`config.mk`:
```
export PLATFORM = sky130hd
export DESIGN_NAME = serial_addsub
export DESIGN_NICKNAME = d
export VERILOG_FILES = /design/src/rtl/serial_addsub_pkg.sv /design/src/rtl/serial_addsub_digit.sv /design/src/rtl/serial_addsub.sv
export SDC_FILE = /design/constraint.sdc
export NUM_CORES = 1
export LEC_CHECK = 0
export CELL_PAD_IN_SITES_DETAIL_PLACEMENT = 1
export CELL_PAD_IN_SITES_GLOBAL_PLACEMENT = 2
export CORE_MARGIN = 3
export CORE_UTILIZATION = 34
export DETAILED_ROUTE_END_ITERATION = 10
export PLACE_DENSITY = 0.94
export REMOVE_ABC_BUFFERS = 1
export SLEW_MARGIN = 20
export SYNTH_ARGS = -nofsm -noshare
export SYNTH_HDL_FRONTEND = slang
export SYNTH_HIERARCHICAL = 1
export SYNTH_SLANG_ARGS = --single-unit
```
`constraint.sdc`:
```
create_clock -name clk -period 2.6 [get_ports clk]
set_input_delay 0.52 -clock clk [delete_from_list [all_inputs] [get_ports clk]]
set_output_delay 0.52 -clock clk [all_outputs]
set_load 0.02 [all_outputs]
```
`src/rtl/serial_addsub_pkg.sv`:
```
// Shared types and sizing helpers for the digit-serial adder/subtractor.
// The optional saturation feature is selected by SERIAL_ADDSUB_SAT_EN.
package serial_addsub_pkg;

    typedef enum logic {
        ST_IDLE = 1'b0,
        ST_RUN  = 1'b1
    } state_t;

    // Number of digit cycles per operation.
    function automatic int calc_n(input int width, input int digit);
        return width / digit;
    endfunction

    // Counter width able to hold 0..N.
    function automatic int calc_cnt_w(input int width, input int digit);
        return $clog2(width / digit + 1);
    endfunction

endpackage

```
`src/rtl/serial_addsub_digit.sv`:
```
// DIGIT-bit ripple-carry slice; c_msb is the carry into the slice MSB, used
// by the parent to derive signed overflow on the final digit.
module addsub_digit #(
    parameter int DIGIT = 1
) (
    input  logic [DIGIT-1:0] a_d,
    input  logic [DIGIT-1:0] b_d,
    input  logic             cin,
    output logic [DIGIT-1:0] s_d,
    output logic             cout_d,
    output logic             c_msb
);

    logic [DIGIT:0] carry;

    assign carry[0] = cin;

    for (genvar gi = 0; gi < DIGIT; gi++) begin : g_fa
        assign s_d[gi]       = a_d[gi] ^ b_d[gi] ^ carry[gi];
        assign carry[gi + 1] = (a_d[gi] & b_d[gi]) | (carry[gi] & (a_d[gi] ^ b_d[gi]));
    end

    assign cout_d = carry[DIGIT];
    assign c_msb  = carry[DIGIT-1];

endmodule

```
`src/rtl/serial_addsub.sv`:
```
// Digit-serial two's-complement adder/subtractor with start/busy/done handshake.
// Define SERIAL_ADDSUB_SAT_EN to saturate the result on signed overflow.
module serial_addsub
    import serial_addsub_pkg::*;
#(
    parameter int WIDTH = 8,
    parameter int DIGIT = 1
) (
    input  logic             clk,
    input  logic             rst_n,
    input  logic             start,
    input  logic             sub,
    input  logic [WIDTH-1:0] a,
    input  logic [WIDTH-1:0] b,
    output logic             busy,
    output logic             done,
    output logic [WIDTH-1:0] sum,
    output logic             cout,
    output logic             ovf
);

    localparam int N     = calc_n(WIDTH, DIGIT);
    localparam int CNT_W = calc_cnt_w(WIDTH, DIGIT);
    localparam logic [CNT_W-1:0] LAST_CNT = CNT_W'(N - 1);

    if (WIDTH < 2 || DIGIT < 1 || (WIDTH % DIGIT) != 0) begin : g_bad_params
        $error("serial_addsub: WIDTH must be >= 2 and a multiple of DIGIT");
    end

    state_t           state_reg;
    logic [WIDTH-1:0] a_sh_reg;
    logic [WIDTH-1:0] b_sh_reg;
    logic [WIDTH-1:0] sum_reg;
    logic [CNT_W-1:0] cnt_reg;
    logic             carry_reg;
    logic             busy_reg;
    logic             done_reg;
    logic             cout_reg;
    logic             ovf_reg;

    logic [DIGIT-1:0] s_d;
    logic             cout_d;
    logic             c_msb;
    logic             ovf_d;
    logic [WIDTH-1:0] sum_shift;

    addsub_digit #(
        .DIGIT (DIGIT)
    ) u_digit (
        .a_d    (a_sh_reg[DIGIT-1:0]),
        .b_d    (b_sh_reg[DIGIT-1:0]),
        .cin    (carry_reg),
        .s_d    (s_d),
        .cout_d (cout_d),
        .c_msb  (c_msb)
    );

    assign ovf_d = c_msb ^ cout_d;

    // New digit enters from the MSB side so the LSB digit lands at bit 0 after N steps.
    if (DIGIT == WIDTH) begin : g_sum_single
        assign sum_shift = s_d;
    end else begin : g_sum_multi
        assign sum_shift = {s_d, sum_reg[WIDTH-1:DIGIT]};
    end

`ifdef SERIAL_ADDSUB_SAT_EN
    localparam logic [WIDTH-1:0] SAT_MAX = {1'b0, {(WIDTH-1){1'b1}}};
    localparam logic [WIDTH-1:0] SAT_MIN = {1'b1, {(WIDTH-1){1'b0}}};
`endif

    always_ff @(posedge clk) begin
        if (!rst_n) begin
            state_reg <= ST_IDLE;
            a_sh_reg  <= '0;
            b_sh_reg  <= '0;
            sum_reg   <= '0;
            cnt_reg   <= '0;
            carry_reg <= 1'b0;
            busy_reg  <= 1'b0;
            done_reg  <= 1'b0;
            cout_reg  <= 1'b0;
            ovf_reg   <= 1'b0;
        end else begin
            done_reg <= 1'b0;
            case (state_reg)
                ST_IDLE: begin
                    if (start) begin
                        a_sh_reg  <= a;
                        b_sh_reg  <= b ^ {WIDTH{sub}};
                        carry_reg <= sub;
                        sum_reg   <= '0;
                        cout_reg  <= 1'b0;
                        ovf_reg   <= 1'b0;
                        cnt_reg   <= '0;
                        busy_reg  <= 1'b1;
                        state_reg <= ST_RUN;
                    end
                end
                ST_RUN: begin
                    a_sh_reg  <= a_sh_reg >> DIGIT;
                    b_sh_reg  <= b_sh_reg >> DIGIT;
                    carry_reg <= cout_d;
                    sum_reg   <= sum_shift;
                    cnt_reg   <= cnt_reg + CNT_W'(1);
                    if (cnt_reg == LAST_CNT) begin
                        state_reg <= ST_IDLE;
                        busy_reg  <= 1'b0;
                        done_reg  <= 1'b1;
                        cout_reg  <= cout_d;
                        ovf_reg   <= ovf_d;
`ifdef SERIAL_ADDSUB_SAT_EN
                        // On the last digit the bottom of a_sh_reg holds A's top digit.
                        if (ovf_d) begin
                            sum_reg <= a_sh_reg[DIGIT-1] ? SAT_MIN : SAT_MAX;
                        end
`endif
                    end
                end
                default: state_reg <= ST_IDLE;
            endcase
        end
    end

    assign busy = busy_reg;
    assign done = done_reg;
    assign sum  = sum_reg;
    assign cout = cout_reg;
    assign ovf  = ovf_reg;

endmodule
```
==> results.toml, run 1 <==
[floorplan]
die_area_um2 = 5890
chipHeight_um = 76.8
initial_utilization_pct = 35.6
row_count = 25
core_area_um2 = 4790
die_w_um = 76.8
io_pins = 32

[sta]
setup_viol = 0
fin_crit_sh_pct = 68.6
slew_headroom_pct = 43.7
clock_skew_ps = 9.90
worstMarginPinSlew_ps = 843
rsz0062_at_grt = "no"
drv_slew = 0
timing.hold.ws_ps = 459
finalCriticalPeriod_ps = 1780
tns_ps = 0
finalHoldViolations = 0
fmax_mhz = 561

[clocking]
htreeDepth = 2
cts_tree = "done"
postCtsSetupBuffers = 0
numCtsBuffers = 5
cts.repair.resized = 0
root_buffer = "clkbuf_8"
clkLatencyLatePin_ps = 290
postCtsHoldBufs = 0
cts.sinks = 34
clk_path_buf_depth = 2
clk_pin_slew_ps = 70

[cells_and_area]
fill_cells = 577
drive_gt1_share_pct = 10.1
nets = 220
stdcell_count = 266
n_antenna_cell = 0
area_delta_synth_final_pct = 21.9

[global_route]
grt_pass1_wl_um = 5780
antenna_found_initial = 0
overflow = 0
grt_pass1_vias = 1219
track_usage_pct = 12.2
grt_max_degree = 38

[worst_hold_path]
hold_path.class = "register to register"

[routing]
drc = 0
dr.pass1.iters = 4
first_iter_violations = 56
vias_per_cell = 4.73
ant_nets = 0
vias = 1259
wire_per_inst_um = 12.7
drt_wl_total_um = 3370

[status]
outcome = "complete, no violations"

[power_and_ir_drop]
comb_power_share_pct = 13.8
p_per_area_nw_per_um2 = 541
p_clk_share_pct = 35.7
finalPower_uw = 1120
p_switching_uw = 280
swShare_pct = 24.9
p_leak_uw = 0.000764
power.share.sequential_pct = 50.5
vdd_drop_max_mv = 0.218
intPower_uw = 843

[logic_synthesis]
syn_area_um2 = 1700
synthCells = 173
synth.ff_latch_count = 34
yosys.cell_types.count = 33
yosys_warnings = 6
avgSynthCellArea_um2 = 9.84
yosysSeqAreaShare_pct = 40.0

[placement]
gp_congestion = 0.688
portBuffers = 31
dp_hpwl_um = 2310
dp.cells = 258

[critical_path]
crit_fanout = 3
worstSetupStartpointType = "register"
path_class = "register to output pin"
required_ps = 2080
path_buf_inv = 1
crit_arrival_ps = 1260
cpPeakStageDelay_ps = 620
path_cells = "clkdlybuf4s50_1"
cpMaxStageDelayCell = "clkdlybuf4s50_1"
critPathTopFamily = "buffers and inverters"
end_kind = "output pin"

[flow_run]
maxCapViolCount = 0
## metrics by stage
step	instance area, µm²	setup WS, ps	utilization [%]
after floorplan	1540	822	-
after global placement	1980	715	41.5
after detailed placement	1980	686	41.5
after CTS	2080	795	43.4
after global routing	2080	754	43.4
final	2080	817	43.4
## synthesized netlist by cell type (all sizes together)
| cell | number | area share, % |
|---|---|---|
| mux2i | 10 | 5.9 |
| inv | 2 | 0.44 |
| and2 | 9 | 3.3 |
| xnor2 | 8 | 4.1 |
| xor2 | 1 | 0.51 |
| a31o | 7 | 3.6 |
| nor2 | 11 | 2.4 |
| nand3 | 3 | 0.88 |
| a21oi | 13 | 3.8 |
| fa | 1 | 1.2 |
| a211oi | 8 | 5.6 |
| o21ai | 9 | 2.6 |
| nand2b | 2 | 1.2 |
| a21o | 1 | 0.44 |
| buf | 14 | 9.0 |
| nor3b | 10 | 4.7 |
| ha | 1 | 0.73 |
| dfxtp | 34 | 40 |
| a21boi | 2 | 0.88 |
| a41oi | 1 | 0.51 |
| nor2b | 10 | 3.7 |
| and4b | 1 | 0.59 |
| nand4b | 1 | 0.88 |
| clkbuf | 2 | 0.44 |
| nand2 | 12 | 2.6 |
## power groups by stage
| stage | Sequential [µW] | Combinational (µW) | Clock [µW] |
|---|---|---|---|
| CTS | 568 | 158 | 417 |
| global placement | 579 | 154 | 0 |
| finish | 567 | 155 | 401 |
| detailed placement | 580 | 157 | 0 |
| floorplan | 581 | 72.6 | 0 |
| global route | 571 | 172 | 443 |
## layer usage
layer	GRT usage (%)	part of all wire, %
met1	15.6	49
met2	19.2	45
met3	4.34	4.7
met4	3.80	1.0
met5	0	0
## placed cells by master, fill, tap and decap left out, types with 2 or more instances in the layout
cell type,netlist,final
nand3_1,3,3
clkbuf_8,0,6
a21oi_1,13,13
buf_12,1,2
dfxtp_1,34,34
a31o_1,7,7
and2_1,9,9
nor2_1,11,11
mux2i_1,10,10
a21boi_1,2,2
inv_1,2,2
xnor2_1,8,8
a211oi_2,7,7
nor3b_1,9,9
nor2b_1,10,10
o21ai_1,4,4
nand2_1,12,12
clkdlybuf4s50_1,0,31
o21ai_0,5,5
## logic make-up (layout without fill, tap and decap cells)
family	count (synthesis)	after routing	share of synthesized area (%)
xor gates and xnor gates	9	9	4.63
buffers and inverters	18	44	9.85
muxes	10	10	5.88
adders and majority gates	2	2	1.91
and+or+nand+nor	59	59	20.3
AOI/OAI and AO/OA	41	41	17.5
DFF	34	34	40.0
## path summary, 6_finish.rpt
path	slack [ps]	start	cells past startpoint	endpoint
min reg2reg	460	busy	2	busy
max	820	sum[6]	1	sum[6]
min	460	busy	2	busy
max reg2reg	1000	state_reg	3	b_sh_reg[2]
## final cells by class
class                   count  area (µm²)  share of cell area [%]
inverters                   2        7.51                   0.362
repair buffers             34         358                    17.2
clock buffers               7        86.3                    4.16
well taps                  67        83.8                    4.04
multi-input cells         121         855                    41.2
flip-flops and latches     34         681                    32.8
clock inverters             1        5.00                   0.241
Power figures use the tool's default switching activity.
==> run 2, diff against run 1 <==
CORE_UTILIZATION = 32   (was 34)
PLACE_DENSITY = 0.9   (was 0.94)
clock period = 1.8 ns   (was 2.6 ns; I/O delays follow)
==> results.toml, run 2 (synthesis gave the netlist of run 1 again) <==
[status]
outcome = "complete, no violations"

[placement]
dp.cells = 261
gp_congestion = 0.679
portBuffers = 31
placed_area_um2 = 2010
dp_hpwl_um = 2470

[cells_and_area]
most-common-layout-cells = "dfxtp_1, clkdlybuf4s50_1, a21oi_1"
final_core_util_pct = 42.5
multi_input_area_um2 = 855
final_area_um2 = 2100
drive_gt1_share_pct = 11.9
fill_cells = 590
area_delta_synth_final_pct = 23.4
n_antenna_cell = 0
stdcell_count = 269
seq_area_um2 = 681
layout_commonest_cell = "dfxtp_1"
nets = 223

[floorplan]
core_area_um2 = 4940
chipHeight_um = 79.0
die_w_um = 79.0
initial_utilization_pct = 34.5
io_pins = 32
die_area_um2 = 6230
row_count = 25

[sta]
finalCriticalPeriod_ps = 1620
worstMarginPinSlew_ps = 473
setup_viol = 0
finalHoldViolations = 0
slew_headroom_pct = 68.4
fmax_mhz = 617
fin_crit_sh_pct = 90.1
tns_ps = 0
rsz0062_at_grt = "no"
clock_skew_ps = 4.82
drv_slew = 0

[critical_path]
crit_fanout = 3
cpPeakStageDelay_ps = 620
path_class = "register to output pin"
path_buf_inv = 1
critPathTopFamily = "buffers and inverters"
path_cells = "clkdlybuf4s50_1"
crit_arrival_ps = 1260
worstSetupStartpointType = "register"
cpMaxStageDelayCell = "clkdlybuf4s50_1"
required_ps = 1440
end_kind = "output pin"

[routing]
wire_per_inst_um = 13.2
first_iter_violations = 64
drt_wl_total_um = 3550
vias_per_cell = 4.73
ant_nets = 0
vias = 1273
drc = 0
dr.pass1.iters = 4

[clocking]
clkLatencyLatePin_ps = 290
postCtsHoldBufs = 0
htreeDepth = 2
numCtsBuffers = 5
clk_pin_slew_ps = 70
postCtsSetupBuffers = 0
root_buffer = "clkbuf_8"
cts.repair.resized = 0
cts.sinks = 34
clk_path_buf_depth = 2
cts_tree = "done"

[worst_hold_path]
hold_path.class = "register to register"

[global_route]
antenna_found_initial = 0
grt_pass1_vias = 1311
overflow = 0
grt_max_degree = 38
track_usage_pct = 12.6
grt_pass1_wl_um = 6200

[power_and_ir_drop]
p_leak_uw = 0.000778
p_per_area_nw_per_um2 = 779
vdd_drop_max_mv = 0.322

[flow_run]
maxCapViolCount = 0
-- run 2: cell count changes in the layout (fill, tap and decap cells not counted), sizes merged --
| cell | previous run | this run |
|---|---|---|
| buf | 3 | 6 |
| clkbuf | 7 | 6 |
| clkinvlp | 0 | 1 |
-- run 2: cell type report --
class | instances | share of cell area, %
Clock buffer | 6 | 3.93
Clock inverter | 2 | 0.595
Inverter | 2 | 0.357
Multi-Input combinational cell | 121 | 40.7
Sequential cell | 34 | 32.4
Tap cell | 67 | 3.99
Timing Repair Buffer | 37 | 18.1
-- run 2: path summary, 6_finish.rpt --
path | slack, ps | to | start | cells after the start
min reg2reg | 440 | busy | busy | 2
max | 180 | sum[7] | sum[7] | 1
max reg2reg | 480 | cout | state_reg | 4
min | 440 | busy | busy | 2
-- run 2: stage by stage --
step                      hold slack (ps)  total power (µW)  setup slack, ps
final                                 444              1640              179
after global routing                  478              1730              124
after CTS                             453              1670              159
after detailed placement              443              1070              112
after global placement                436              1060              159
after floorplan                       450               944             22.1
-- run 2: layer usage --
| layer | routed length [µm] | global-route usage, % | vias to the layer above |
|---|---|---|---|
| met3 | 133 | 3.63 | 5 |
| met5 | 0 | 0 | - |
| met1 | 1660 | 15.5 | 602 |
| li1 | - | - | 644 |
| met2 | 1710 | 20.5 | 22 |
| met4 | 44 | 5.15 | 0 |
-- run 2: report_power, final --
part	internal [µW]	switching [µW]
clock network	307	278
registers	787	26.9
logic	127	110
total	1220	415
